### src/rtl/seven_seg_scanner.sv
// seven_seg_scanner: six-digit common-anode BCD scanner with frame snapshot, blank gap, hour-zero blanking and colon blink; in clk/reset/en/sec_pulse/6 BCD digits, out an[5:0]/seg[6:0]/dp active-low
module seven_seg_scanner #(
  parameter int DIGIT_CYCLES = 5000,
  parameter int BLANK_CYCLES = 2,
  parameter bit LZB = 1'b1
) (
  input  logic       clk,
  input  logic       reset,
  input  logic       en,
  input  logic       sec_pulse,
  input  logic [3:0] sec_ones,
  input  logic [3:0] sec_tens,
  input  logic [3:0] min_ones,
  input  logic [3:0] min_tens,
  input  logic [3:0] hour_ones,
  input  logic [3:0] hour_tens,
  output logic [5:0] an,
  output logic [6:0] seg,
  output logic       dp
);
  localparam int CW = $clog2(DIGIT_CYCLES);
  logic [CW-1:0] cnt_q, cnt_d;
  logic [2:0] slot_q, slot_d;
  logic colon_q, colon_d;
  logic [23:0] buf_q, buf_d;
  logic [5:0] an_q, an_d;
  logic [6:0] seg_q, seg_d;
  logic dp_q, dp_d;
  logic [3:0] dig;
  logic snap, last, blank, dark;
  function automatic logic [6:0] dec(input logic [3:0] d);
    case (d)
      4'd0: dec = 7'b1000000;
      4'd1: dec = 7'b1111001;
      4'd2: dec = 7'b0100100;
      4'd3: dec = 7'b0110000;
      4'd4: dec = 7'b0011001;
      4'd5: dec = 7'b0010010;
      4'd6: dec = 7'b0000010;
      4'd7: dec = 7'b1111000;
      4'd8: dec = 7'b0000000;
      4'd9: dec = 7'b0010000;
      default: dec = 7'b0111111;
    endcase
  endfunction
  always_comb begin
    snap = en && slot_q == 3'd0 && cnt_q == '0;
    buf_d = snap ? {hour_tens, hour_ones, min_tens, min_ones, sec_tens, sec_ones} : buf_q;
    last = cnt_q == CW'(DIGIT_CYCLES - 1);
    cnt_d = (!en || last) ? '0 : cnt_q + 1'b1;
    slot_d = !en ? 3'd0 : !last ? slot_q : slot_q == 3'd5 ? 3'd0 : slot_q + 1'b1;
    colon_d = colon_q ^ sec_pulse;
    dig = buf_d[{slot_q, 2'b00} +: 4];
    blank = !en || cnt_q < CW'(BLANK_CYCLES);
    dark = blank || (LZB && slot_q == 3'd5 && dig == 4'd0);
    an_d = dark ? 6'b111111 : ~(6'b000001 << slot_q);
    seg_d = dark ? 7'b1111111 : dec(dig);
    dp_d = (blank || !(slot_q == 3'd2 || slot_q == 3'd4)) ? 1'b1 : ~colon_q;
  end
  always_ff @(posedge clk or posedge reset) begin
    if (reset) begin
      cnt_q <= '0;
      slot_q <= 3'd0;
      colon_q <= 1'b0;
      buf_q <= '0;
      an_q <= 6'b111111;
      seg_q <= 7'b1111111;
      dp_q <= 1'b1;
    end else begin
      cnt_q <= cnt_d;
      slot_q <= slot_d;
      colon_q <= colon_d;
      buf_q <= buf_d;
      an_q <= an_d;
      seg_q <= seg_d;
      dp_q <= dp_d;
    end
  end
  assign an = an_q;
  assign seg = seg_q;
  assign dp = dp_q;
endmodule
### config.mk
export PLATFORM = sky130hd
export DESIGN_NAME = seven_seg_scanner
export DESIGN_NICKNAME = d
export VERILOG_FILES = /design/src/rtl/seven_seg_scanner.sv
export SDC_FILE = /design/constraint.sdc
export NUM_CORES = 1
export LEC_CHECK = 0
export ABC_AREA = 1
export CAP_MARGIN = 15
export CELL_PAD_IN_SITES_DETAIL_PLACEMENT = 1
export CELL_PAD_IN_SITES_GLOBAL_PLACEMENT = 2
export CORE_ASPECT_RATIO = 2
export CORE_MARGIN = 5
export CORE_UTILIZATION = 36
export CTS_BUF_LIST = sky130_fd_sc_hd__clkbuf_2 sky130_fd_sc_hd__clkbuf_4 sky130_fd_sc_hd__clkbuf_8
export CTS_CLUSTER_SIZE = 14
export DETAILED_ROUTE_END_ITERATION = 6
export HOLD_SLACK_MARGIN = 0.05
export PLACE_DENSITY_LB_ADDON = 0.15
export SYNTH_ARGS = -nofsm -noshare
export SYNTH_HDL_FRONTEND = slang
export SYNTH_SLANG_ARGS = --single-unit
### constraint.sdc
create_clock -name clk -period 5.1 [get_ports clk]
set_input_delay 1.02 -clock clk [delete_from_list [all_inputs] [get_ports clk]]
set_output_delay 1.02 -clock clk [all_outputs]
set_load 0.01 [all_outputs]
# == Word-level counts from Yosys, hierarchy flattened ==
# Memories as Yosys holds them, arrays and structs flattened.
# Index checks and enable logic that the tools add are counted.
# totals
romBits,112
output_inout_bits,14
mem_count,1
reg_bits,55
mem_bits_rw,0
latch_bits,0
# mem_list
memory,words,width,rd,rd_ports_with_merged_regs,write_ports,line,source
(name not given),16,7,1,0,0,32,case (d)
# classes
bitwise_logic,3
shifts,2
mul,0
mux,8
div,0
eq_ne,5
addsub,2
magnitude_cmp,1
reduce_logical,13
# op_table
cell,count
$mux W24,1
$shiftx A24 B6 Y4,1
$add A13 B1 Y13 const B,1
$eq A13 B13 Y1 const B,1
$logic_not A13 Y1,1
$lt A13 B2 Y1 const B,1
$mux W13,1
$mux W3,3
$mux W7,1
$eq A3 B3 Y1 const B,2
$mux W6,1
$not A6 Y6,1
$shl A1 B3 Y6 const A,1
$logic_or A1 B1 Y1,5
$logic_not A4 Y1,1
$add A3 B1 Y3 const B,1
$eq A3 B2 Y1 const B,1
$logic_and A1 B1 Y1,3
$logic_not A3 Y1,1
$logic_not A1 Y1,2
$ne A2 B1 Y1 const B,1
$mux W1,1
$not A1 Y1,1
$xor A1 B1 Y1,1

# == Logic depth before layout (Yosys ltp) ==
# Gate-level depths: netlist (run 1).
# logic_depth
depth_word,9
depth_mapped,22

# == Worst setup path before layout (run 1) ==
# Ideal clock, no wire load.
# synth_path
path_kind,in2reg
start,in en
end,reg seg_q[3] (netlist: seg[3])
t_required_ns,5.040
arrival_time_ns,2.795
slack_ns,2.244
path_stages,18
path_cell_list,nand2_1 inv_2 nand2_2 nor2_4 buf_4 nand4_1 nand3_1 nand2_1 o21ai_0 nand2_1 inv_1 ha_1 nand2_1 nand3b_2 nand2_1 inv_2 buf_6 nand2_1
# synth_between
elab_chain_len,8
word_cells_on_any_way,11
# synth_rtl
element,line,source
from (decl),9,"input logic en,"
branches (longest 7 deep; another with $mem_v2 Z16 W7),--,
$mux W7 *,57,seg_d = dark ? 7'b1111111 : dec(dig);
net seg_d[3],27,"logic [6:0] seg_q, seg_d;"
to (signal assigned),75,seg_q <= seg_d;
to (decl),27,
# Mark *: on every way through the listed nets, which the timed path passes.
# A chain may end at the register's enable or synchronous reset.

# == Worst setup path in the final report (run 1) ==
# layout_path
start,in en
end,reg an_q[1] (netlist: an[1])
# layout_between
elab_chain_len,8
word_cells_on_any_way,10
# layout_rtl
element,line,source
$logic_and A1 B1 Y1 (2 in series),47,snap = en && slot_q == 3'd0 && cnt_q == '0;
$mux W24,48,"buf_d = snap ? {hour_tens, hour_ones, min_tens, min_ones, sec_tens, sec_ones} : buf_q;"
$shiftx A24 B6 Y4,53,"dig = buf_d[{slot_q, 2'b00} +: 4];"
$logic_not A4 Y1,55,dark = blank || (LZB && slot_q == 3'd5 && dig == 4'd0);
$logic_and A1 B1 Y1,55,
$logic_or A1 B1 Y1 *,55,
$mux W6 *,56,an_d = dark ? 6'b111111 : ~(6'b000001 << slot_q);
net an_d[1],26,"logic [5:0] an_q, an_d;"
to (signal assigned),74,an_q <= an_d;
to (decl),26,
# Mark *: on every way through the listed nets, which the timed path passes. The rest lies on a longest branch.

==> results of run 1 <==
## worst paths after layout
path	start	end	slack, ns	depth (start not counted)
worst min-delay path	colon_q	dp	0.46	1
worst min register to register	colon_q	dp	0.46	1
max in group asynchronous	reset	buf_q[18]	3.43	3
min in group asynchronous	reset	cnt_q[0]	1.21	3
worst max-delay path	en	an[1]	1.29	18
worst max register to register	cnt_q[0]	an[1]	2.01	19
## power groups by stage
stage / Combinational [mW] / Clock [mW] / Sequential (mW)
after floorplan: 0.323 / 0 / 0.563
after detailed placement: 0.454 / 0 / 0.566
after global routing: 0.516 / 0.338 / 0.565
after global placement: 0.443 / 0 / 0.563
final: 0.446 / 0.305 / 0.555
after CTS: 0.457 / 0.321 / 0.557
## layout by cell type (no fill, tap or decap)
cell              n
nor2_2            4
nand3b_2          2
nor2_1           34
buf_4             1
inv_2             7
a21oi_1           7
ha_1              9
o22ai_1           1
xor2_1            1
or2_4             1
clkinv_2          1
inv_1            70
nor2_4            4
nand4_1          17
nand2_1          79
nand3_1          25
o31ai_1           1
nand3_4           1
a221oi_1          1
dfstp_2          14
o21a_1            2
a31oi_1           1
o41ai_4           1
nand2_2           4
o21ai_2           2
nor3b_1           5
o211ai_1          1
o21ai_0          10
clkbuf_8          6
clkdlybuf4s50_1  41
bufinv_16         1
and2_1           14
nor2_8            1
o21ai_1           6
dfrtp_1          41
nor3_1            5
## cells in the mapped netlist
library cell   n  area, sq um
nor2_2         4         25.0
o31ai_1        1         7.51
or2_4          1         8.76
nand4_1       17          106
nand3_4        1         17.5
ha_1           9          113
dfstp_2       14          368
nor2_4         4         45.0
clkbuf_1       1         3.75
a21oi_1        7         35.0
o21ai_1        6         30.0
inv_2          6         22.5
nand2_2        4         25.0
buf_6          3         33.8
nand3_1       25          125
o22ai_1        1         6.26
dfrtp_1       41         1030
nor2_1        34          128
nor3_1         5         25.0
buf_4          2         15.0
o21ai_0       10         50.1
inv_1         71          267
o21a_1         2         15.0
nor2_8         1         20.0
and2_1        14         87.6
o211ai_1       1         7.51
a31oi_1        1         6.26
a221oi_1       1         8.76
nand2_1       79          297
nand3b_2       2         22.5
o41ai_2        1         16.3
nor3b_1        5         37.5
xor2_1         1         8.76
buf_2          1         5.00
o21ai_2        2         17.5
## routing by layer
metal,GRT usage [%],vias up,part of all wire (%)
met1,16.0,1208,35
li1,-,1253,-
met4,6.19,0,2.5
met3,2.60,13,2.7
met2,32.8,37,60
met5,0,-,0
## critical path, cell delays in order
cell,delay (ns)
clkdlybuf4s50_1,0.62
nand2_1,0.10
inv_2,0.06
nand2_2,0.06
nor2_4,0.32
nand3_4,0.34
nand2_1,0.18
nand3_1,0.10
nand2_1,0.09
o21ai_0,0.09
nand2_1,0.21
inv_1,0.12
ha_1,0.21
nand2_1,0.06
nand3b_2,0.12
nand2_1,0.06
inv_2,0.18
nand2_1,0.09
## state kept, by name (all words and copies together), names as in the netlist
name / flops
an: 6
buf_q: 24
cnt_q: 13
colon_q: 1
dp: 1
seg: 7
slot_q: 3
## per-stage QoR
stage	std cells	hold slack (ns)	area (sq um)	utilization [%]
2_1_floorplan	378	0.418	3030	-
4_1_cts	519	0.470	3640	44.3
5_1_grt	519	0.478	3640	44.3
6_report	519	0.459	3640	44.3
3_3_place_gp	511	0.468	3530	42.8
3_5_place_dp	511	0.455	3530	42.8
## area by class of cell
type / count / area (sq um) / share of cell area (%)
sequential: 55 / 1390 / 38.3
multi-input combinational: 239 / 1300 / 35.7
timing repair buffer: 42 / 418 / 11.5
inverter: 77 / 289 / 7.93
tap: 98 / 123 / 3.37
clock buffer: 6 / 82.6 / 2.27
clock inverter: 2 / 35.0 / 0.962
## logic make-up after synthesis
group                    synth area share [%]
XOR/XNOR                                0.289
buffers and inverters                    11.4
flip-flops                               46.0
AO/OA/AOI/OAI                            6.60
adder cells (fa/ha/maj)                  3.71
AND/OR/NAND/NOR                          32.0
==> results list, run 1 <==
- The internal power of the cells totals 0.855 mW.
- For this run, the number of Yosys warnings is 0.
* Clk sinks: 55
- H-Tree Level Count: 2
- Fraction of final layout cells with drive strength greater than 1: 11.9%
* Average wire per cell in the routed design: 15.3 microns
* Required time at the endpoint of the critical path: 5.34 ns
- Flops & latches, synth: 55
- Number of cells produced by synthesis: 378
* Arr. time, crit path: 4.05 ns
- Number of slew-limit violations in the final report: 0
- Detailed-route vias per instance: 4.84
- Headroom to the max-slew limit came out at 34.3%.
* Chip width: 74.9 microns
- The critical path is of the input pin to register type.
- Pin count of the biggest net entering global routing: 56
- Gates resized during post-CTS repair numbered 0.
* Setup slack of the critical path after layout: 1.29 ns
- After detailed routing, the number of remaining DRC violations is 0.
- Final setup fails: 0
- CTS max path bufs: 2
- Largest voltage drop on the vdd net: 0.193 mV
* Dpl ws: 0.910 ns
- Pin placement for this block handled 42 I/O pins.
- In the global route stage, overall resource usage came out at 16.6%.
* Sw Ratio: 34.6%
- Timing would allow up to 263 MHz.
* Count of different cell masters after synthesis: 35
- The number of global-route vias before repair is 2783.
* Net switching power of the design: 0.452 mW
- STA classifies the critical path endpoint as a register.
- At the pin with the least slew margin, the transition time is 0.982 ns.
- In the final design database the tool counted 457 nets.
* Final HPWL DP: 6150 microns
- Average footprint of a synthesized cell: 8.02 sq um
* First-pass GRT wire length: 13200 microns
* Number of antenna violations at the first check in global routing: 0
- For the final database, setup skew stands at 0.00326 ns.
- The run finished with clean final reports.
* Static Leakage: 1.77 nW
* Combinational share of power: 34.2%
- The share of total power dissipated in the clock network is 23.3%.
* Fill cell count: 1007
- The tool flagged a number of max-cap violations equal to 0.
- GRT Residual Overflow: 0
- The mapped netlist covers 3030 sq um.
- Clock-pin slew was measured on the worst setup and hold paths at 0.10 ns.
- Startpoint Class: input pin
- Per report_power, the sequential group accounts for 42.5% of the total.
- The die covers 10500 sq um.
* Clock root buffer master: clkbuf_8
* Routability-driven placement congestion ratio: 0.811
- Post-CTS timing repair inserted 0 buffers for setup.
* Hold Violations, Final: 0
- After synthesis, flip-flops and latches occupy 46.0% of the total area.
- Area added between synthesis and finish: 20.2%
- Post-route minimum period: 3.81 ns
* Core region area: 8230 sq um
* Chip Height: 140 microns
* Count of buffers from port buffering: 41
- The detail route stage leaves a number of antenna-violating nets equal to 0.
- First DRT Iteration DRCs: 92
- Hold Path Class: register to register
- Clock tree synthesis inserted a total of 5 buffers.
* Clock Latency Late Sink: 0.32 ns
- Setup repair after global routing missed its margin: false
- Inserted Diodes: 0
- Number of nets produced by synthesis: 415
- Power density normalized to cell area: 359 nW/um^2
* Via count: 2511
- Total length of routed wires: 7940 microns
- Number of optimization iterations in the first detailed-route pass: 4
- Highest net fanout along the worst path: 24
- Setup total negative slack on the finished layout was measured at 0 ns.
- Buffers inserted to repair hold after CTS numbered 0.
- Number of rows in the core area: 47
- For this configuration, the core starts out at a cell density of 36.8%.
- Clock tree from TritonCTS: yes
* Share of the clock period used by the worst path: 74.7%
- Power Total: 1.31 mW
Note: power is estimated with default switching activity, not from simulation.
==> run 2, diff against run 1 <==
Settings changed: CORE_UTILIZATION 36 to 33.
Clock period 5.1 ns to 3.99 ns, I/O delays scaled along.
==> run 2 against run 1 <==
  * Count of clock-buffer cells in the layout decreased by 1
  * Final cell count increased by 1.7%
  * Critical path type unchanged
  * Clock power increased by 5%
  * Critical path depth unchanged
  * Largest power group unchanged
  * Sequential share of layout area decreased by 0.092 points
  * Cell area increased by 0.24%
  * Flip-flop and latch count unchanged
  * Global-route usage decreased by 0.77 points
  * Combinational power increased by 31%
==> results list, run 2 (same netlist as run 1, synthesis figures left out) <==
* Required time at the endpoint of the critical path: 4.23 ns
- The share of total power dissipated in sequential elements is 44.0%.
* Number of buffers added by the clock tree synthesis step: 5
- The number of max-slew violations in the final report came to 0.
- GRT Residual Overflow: 0
- Crit Path Category: input pin to register
- Hold Violations, Final: 0
* Highest clock frequency the design can meet: 312 MHz
- Critical Path Max Stage Delay: 0.59 ns
* CTS max path bufs: 2
* Total global routing track utilization: 15.9%
- Power Total: 1.61 mW
- Clock skew on the completed layout was measured at 0.0164 ns.
- Least-Margin Pin Slew: 1.00 ns
- Power density normalized to cell area: 442 nW/um^2
* Critical-path top delay cell: clkdlybuf4s50_1
* First-pass GRT wire length: 14100 microns
- 0 antenna diodes ended up in the layout.
- The library cells used most frequently in the layout, excluding fill and tap cells, are nand2_1 (79), inv_1 (70), dfrtp_1 (41), clkdlybuf4s50_1 (41), nor2_1 (34).
- By instance count, the cell type seen most on the critical path is nand2_1.
* Count of buffers from port buffering: 41
- The H-tree was split into 2 levels.
* Area added between synthesis and finish: 20.5%
* Setup repair after global routing missed its margin: false
- Pin count of the biggest net entering global routing: 25
- Counting buffers and inverters, the worst setup path is 18 cells deep.
- For this run, design rule violations remaining after detail routing come to 0.
* Core region area: 9010 sq um
* Number of setup buffers added after CTS: 0
- Top-Level Pins: 42
- Detailed-route vias per instance: 4.80
- After layout, the worst path uses 80.4% of the clock period.
* First DRT Iteration DRCs: 92
- Counting the fill cells in the layout gives 1137.
* Highest net fanout along the worst path: 24
* Static Leakage: 1.78 nW
* Setup Total Neg Slack: 0 ns
* Cell family with the largest share of critical-path delay: simple AND/OR/NAND/NOR gates
- Per report_power, the combinational group accounts for 36.2% of the total.
* Total area of multi-input combinational cells: 1300 sq um
* Startpoint Class: input pin
* Starting density of the core: 33.6%
- Data arrives at the worst endpoint at 3.45 ns.
- From left edge to right edge, the die measures 77.8 microns.
* Number of antenna violations at the first check in global routing: 0
* Worst R2R Path Depth: 16
- Number of flip-flops in the largest register: 24
- In this run the remaining antenna-violating nets after routing total 0.
- The routed design has 8250 microns of wire.
- In this run the power spent charging and discharging nets is 0.595 mW.
- Setup violations remaining at the end of the flow were counted as 0.
* Clock tree from TritonCTS: yes
- Number of optimization iterations in the first detailed-route pass: 4
* Internal power: 1.02 mW
- After the last flow step, the layout net total stands at 462.
* Full die area: 11300 sq um
- After layout, the worst setup slack is 0.780 ns.
- Outcome: completed
- The number of global-route vias before repair came to 2811.
* Worst path cell trace: clkdlybuf4s50_1 > nand2_1 > inv_2 > nand2_2 > nor2_4 > nand3_4 > nand2_1 > nand3_1 > nand2_1 > o21ai_0 > nand2_1 > inv_1 > ha_1 > nand2_1 > nand3b_2 > nand2_1 > inv_2 > nand2_1
- Clk sinks: 55
* Register containing the most flip-flops in the final layout: buf_q
- Clock Latency Late Sink: 0.32 ns
- Average wire per cell in the routed design: 15.6 microns
* Routability-driven placement congestion ratio: 0.789
- Count of buffer and inverter cells on the critical path: 4
- Chip Height: 146 microns
- Cell count of the worst hold path: 1
* Dpl ws: 0.404 ns
- Detailed routing inserted a total of 2533 vias.
- Fraction of final layout cells with drive strength greater than 1: 12.9%
- Gates resized during post-CTS repair numbered 0.
* Register clock-pin slew on the reported worst setup and hold paths: 0.11 ns
- Hold Path Class: register to register
* Max capacitance violation total: 0
- CP endpoint kind: register
- Detailed placement ended at an HPWL of 6560 microns.
* Most common cell after layout, fill and taps aside: nand2_1
* Largest voltage drop on the vdd net: 0.195 mV
- Tightest hold margin: 0.460 ns
* Sw Ratio: 36.9%
- Hold repair after CTS inserted 0 buffers.
* Relative max-transition margin: 33.1%
* Number of rows in the core area: 49
* Clock root buffer master: clkbuf_8
* Clock network fraction of total power: 19.8%
* Post-route minimum period: 3.21 ns
- FF+latch area: 1390 sq um
==> run 2: cell count changes in the layout (fill, tap and decap cells not counted) <==
cell	change
buf_4	+5
bufinv_16	-1
clkbuf_8	-1
clkinv_2	+2
==> run 2: per-layer routing <==
metal | global-route usage [%] | up-vias | wire [microns] | share of wire [%]
met5 | 0 | - | 0 | 0
met4 | 5.34 | 0 | 167 | 2.0
met3 | 2.79 | 8 | 226 | 2.7
met2 | 31.3 | 28 | 4960 | 60
met1 | 15.8 | 1227 | 2900 | 35
li1 | - | 1270 | - | -
==> run 2: final timing paths <==
check                      startpoint        to  slack (ns)
hold reg to reg               colon_q        dp        0.46
setup / recovery                   en    seg[6]        0.78
min in group asynchronous       reset  buf_q[0]        0.77
max in group asynchronous       reset    seg[3]        2.50
hold / removal                colon_q        dp        0.46
setup reg to reg            slot_q[1]    seg[6]        1.09
==> run 2: metrics by stage <==
step | utilization [%] | cell area, sq um | std cells
after floorplan | - | 3030 | 378
after global placement | 39.6 | 3570 | 520
after detailed placement | 39.6 | 3570 | 520
after CTS | 40.5 | 3650 | 528
after global routing | 40.5 | 3650 | 528
final | 40.5 | 3650 | 528
==> run 2: cell type report <==
type                       instances  share of cell area, %
clock inverter                     3                  0.411
timing repair buffer              47                   12.5
clock buffer                       5                   1.88
sequential                        55                   38.2
multi-input combinational        239                   35.7
tap                              102                   3.49
inverter                          77                   7.91
==> run 2: power groups by stage <==
| stage | clock network (mW) | registers, mW | logic [mW] |
|---|---|---|---|
| floorplan | 0 | 0.720 | 0.412 |
| global placement | 0 | 0.719 | 0.586 |
| detailed placement | 0 | 0.723 | 0.595 |
| CTS | 0.331 | 0.712 | 0.600 |
| global route | 0.357 | 0.722 | 0.678 |
| finish | 0.320 | 0.710 | 0.584 |
==> patch 1, RTL diff (flow settings as in run 2) <==
`DIGIT_CYCLES`: 5000 -> 1250.
--- a/src/rtl/seven_seg_scanner.sv
+++ b/src/rtl/seven_seg_scanner.sv
@@ -1,6 +1,6 @@
 // seven_seg_scanner: six-digit common-anode BCD scanner with frame snapshot, blank gap, hour-zero blanking and colon blink; in clk/reset/en/sec_pulse/6 BCD digits, out an[5:0]/seg[6:0]/dp active-low
 module seven_seg_scanner #(
-  parameter int DIGIT_CYCLES = 5000,
+  parameter int DIGIT_CYCLES = 1250,
   parameter int BLANK_CYCLES = 2,
   parameter bit LZB = 1'b1
 ) (
Check against the original RTL: no difference found for any inputs over 10 cycles, from zero or initial values and one cycle with reset high; that may be too few to reach the edited logic, so the function may still have changed.
==> patch 1 against run 2 <==
  * Sequential cell count decreased by 2
  * Synthesized area down 6.2%
  * Worst setup slack got worse by 0.023 ns
  * Sequential power down 10%
  * First-iteration DRC count shrank 34%
  * Critical path depth rose by 1
  * Total power is 17% lower
  * Sequential share of layout area increased by 0.50 points
  * Wire length decreased by 6.1%
  * Non-clock buffer count fell by 2
  * Cell area shrank 4.8%
  * Largest cell class unchanged
==> patch 1: results <==
export IMPL_synthTopCellsByArea="dfrtp_1 (34%), dfstp_2 (13%), nand2_1 (9.9%), inv_1 (6.7%), nor2_1 (4.9%)"
export IMPL_maxSlewHeadroom_pct=55.0
export IMPL_status="finished clean"
export IMPL_nets=427
export IMPL_finalClockSkew_ns=0.00750
export IMPL_wl_met2_um=4640
export IMPL_wl_met3_um=222
export IMPL_cts_sinks=53
export IMPL_buffers_excl_clock=45
export IMPL_grt_pass1_vias=2573
export IMPL_met1_usage_pct=16.4
export IMPL_wl_per_cell_um=15.8
export IMPL_placed_cell_area_um2=3360
export IMPL_nFillCells=1051
export IMPL_grt_pass1_wl_um=12800
export IMPL_multi_input_cells=229
export IMPL_postSynthNetCount=380
export IMPL_multi_input_area_um2=1250
export IMPL_wl_met1_um=2750
export IMPL_dp_slack_ns=0.431
export IMPL_synthXorXnorAreaFrac_pct=0.616
export IMPL_grt_max_degree=31
export IMPL_drive_above_1_share_pct=10.8
export IMPL_synth_compound_area_share_pct=8.05
export IMPL_final_core_util_pct=40.8
export IMPL_met2_usage_pct=31.2
export IMPL_nNonClkInverters=55
export IMPL_peakVddDrop_uv=258
export IMPL_cp_slowest_stage_delay_ns=0.53
export IMPL_cp_max_fo=16
export IMPL_num_clock_buffers=6
export IMPL_track_usage_pct=16.0
export IMPL_critPathArrivalTime_ns=3.48
export IMPL_gr_usage_met3_pct=1.99
export IMPL_clock_area_share_pct=3.20
export IMPL_yosysSeqAreaShare_pct=47.3
export IMPL_dp_hpwl_um=6130
patch 1: path summary, 6_finish.rpt:
check | start | end | slack, ns | cells past startpoint
setup / recovery | en | an[1] | 0.76 | 19
hold / removal | colon_q | dp | 0.47 | 1
setup reg to reg | cnt_q[0] | an[1] | 1.05 | 21
hold reg to reg | colon_q | dp | 0.47 | 1
max in group asynchronous | reset | an[3] | 2.29 | 3
min in group asynchronous | reset | cnt_q[3] | 0.85 | 2
patch 1: worst register-to-register path, stage by stage, from the launching register on:
cell and delay, ns:
dfrtp_1 0.44, inv_1 0.07, ha_1 0.21, nand2_1 0.09
inv_1 0.04, nand2_1 0.09, nor2_4 0.04, nand2_2 0.11
buf_4 0.24, nand2_1 0.08, nand3_1 0.09, nand2_1 0.06
o21ai_0 0.27, nand2_2 0.16, inv_1 0.14, ha_1 0.17
inv_1 0.05, nor2_1 0.13, nand3_2 0.11, nand2_2 0.14
inv_2 0.08, nand2_1 0.07
patch 1: logic make-up (layout without fill, tap and decap cells):
logic type,Yosys count,in the layout
and+or+nand+nor,181,181
xor gates and xnor gates,2,2
adders and majority gates,10,10
buffers and inverters,60,108
DFF,53,53
AOI/OAI and AO/OA,36,36
patch 1: metrics by stage:
| step | cells | hold WS, ns | power (mW) |
|---|---|---|---|
| 4_1_cts | 490 | 0.473 | 1.37 |
| 2_1_floorplan | 342 | 0.418 | 0.872 |
| 3_3_place_gp | 482 | 0.460 | 0.980 |
| 3_5_place_dp | 482 | 0.456 | 0.988 |
| 6_report | 490 | 0.469 | 1.34 |
| 5_1_grt | 490 | 0.479 | 1.44 |
patch 1: power by group:
part	internal, mW	switching, mW
Clock	0.193	0.177
Sequential	0.613	0.0235
Combinational	0.135	0.197
Total	0.941	0.398
==> patch 2, RTL diff (config.mk and constraints of run 2) <==
Without the edit above. Put one more register stage on the output `an`, with the module's reset. The value now appears one clock later. The other outputs are not delayed to match.
--- a/src/rtl/seven_seg_scanner.sv
+++ b/src/rtl/seven_seg_scanner.sv
@@ -76,7 +76,13 @@
       dp_q <= dp_d;
     end
   end
-  assign an = an_q;
+  always_ff @(posedge clk or posedge reset) begin
+    if (reset) begin
+      an <= '0;
+    end else begin
+      an <= an_q;
+    end
+  end
   assign seg = seg_q;
   assign dp = dp_q;
 endmodule
Function: changed (Yosys sat finds a counterexample within 4 cycles, from zero or initial values and one cycle with reset high).
==> patch 2 against run 2 <==
  * Register-to-register slack lost 0.08 ns
  * Total power is 24% higher
  * Critical path depth unchanged
  * Synthesized area is 5.0% higher
  * Cell area increased by 8.3%
  * Sequential cell count grew 6
  * Wire length increased by 6.3%
  * Worst setup slack lost 0.16 ns
  * Via count up 3.9%
  * Largest cell class unchanged
==> patch 2: results <==
export IMPL_status="finished clean"
export IMPL_numCtsBuffers=9
export IMPL_reg2regPathDepth=19
export IMPL_synthTopCellsByArea="dfrtp_1 (37%), dfstp_2 (12%), nand2_1 (9.3%), inv_1 (8.4%), nor2_1 (4.0%)"
export IMPL_drive_above_1_share_pct=14.3
export IMPL_grt_max_degree=28
export IMPL_reg2reg_to="an_q[4]"
export IMPL_grt_pass1_vias=2821
export IMPL_crit_reg2reg_launch="cnt_q[0]"
export IMPL_nFillCells=1140
export IMPL_maxSlewHeadroom_pct=30.3
export IMPL_placed_cell_area_um2=3720
export IMPL_postSynthNetCount=421
export IMPL_p_leak_nw=1.91
export IMPL_hold_start="an_q[4]"
export IMPL_dp_hpwl_um=6920
export IMPL_finalClockSkew_ns=0.00944
export IMPL_track_usage_pct=16.4
export IMPL_synthCells=384
export IMPL_cts_htree_levels=3
export IMPL_clk_pin_slew_ns=0.07
export IMPL_gp_congestion=0.753
export IMPL_reg2reg_slack_ns=1.01
export IMPL_synthTopCellsByCount="nand2_1 (79), inv_1 (71), dfrtp_1 (47), nor2_1 (34), nand3_1 (25)"
export IMPL_placedCellCount=528
export IMPL_drt_vias_per_instance=4.84
export IMPL_instances_no_fill=544
export IMPL_routed_wl_um=8770
## patch 2: cell types whose count changed in the layout (fill, tap and decap cells not counted), sizes merged
cell,change
bufinv,+2
clkbuf,+6
clkinv,-2
clkinvlp,+1
dfrtp,+6
inv,+1
## patch 2: stage by stage
| stage | setup WS [ns] | hold WS, ns | power, mW |
|---|---|---|---|
| final | 0.616 | 0.391 | 2.00 |
| after global routing | 0.310 | 0.398 | 2.15 |
| after CTS | 0.550 | 0.395 | 2.04 |
| after detailed placement | 0.167 | 0.385 | 1.39 |
| after global placement | 0.222 | 0.383 | 1.37 |
| after floorplan | 1.36 | 0.379 | 1.20 |
## patch 2: layout make-up
type / instances / area, um2 / share of cell area, %
flip-flops and latches: 61 / 1540 / 39.1
multi-input cells: 239 / 1300 / 32.9
repair buffers: 47 / 455 / 11.5
inverters: 77 / 289 / 7.31
clock buffers: 11 / 151 / 3.83
well taps: 104 / 130 / 3.29
clock inverters: 5 / 81.3 / 2.06
## patch 2: power breakdown
part	switching [mW]	internal [mW]	leakage, nW	total, mW
sequential	0.0375	0.737	0.702	0.774
combinational	0.361	0.226	1.09	0.587
clock	0.257	0.387	0.116	0.643
total	0.655	1.35	1.91	2.00
## patch 2: worst max-delay path by stage
stage,cells after the start,to,start,slack (ns)
floorplan,18,seg[3],en,1.36
global placement,18,an_q[4],en,0.22
detailed placement,18,an_q[4],en,0.17
CTS,18,an_q[4],en,0.55
global route,18,seg[5],en,0.31
finish,18,an_q[4],en,0.62
## patch 2: kinds of logic (layout without fill, tap and decap cells)
family                     Yosys count  in the layout  synth area share [%]
adders and majority gates            9              9                  3.54
and+or+nand+nor                    196            196                  30.5
xor gates and xnor gates             1              1                 0.275
DFF                                 61             61                  48.5
buffers and inverters               84            140                  10.9
AOI/OAI and AO/OA                   33             33                  6.29
## patch 2: per-layer routing
metal | global-route usage, % | vias to the layer above | wire [um]
met2 | 32.7 | 33 | 5360
met4 | 6.71 | 0 | 173
met5 | 0 | - | 0
li1 | - | 1304 | -
met3 | 3.39 | 12 | 186
met1 | 15.6 | 1282 | 3050
## patch 2: worst max-delay path, delay by kind of cell
kind,cells,cell delay (ns)
simple gates,11,1.24
buf+inv,4,0.99
compound gates,2,0.38
fa+ha+maj,1,0.22
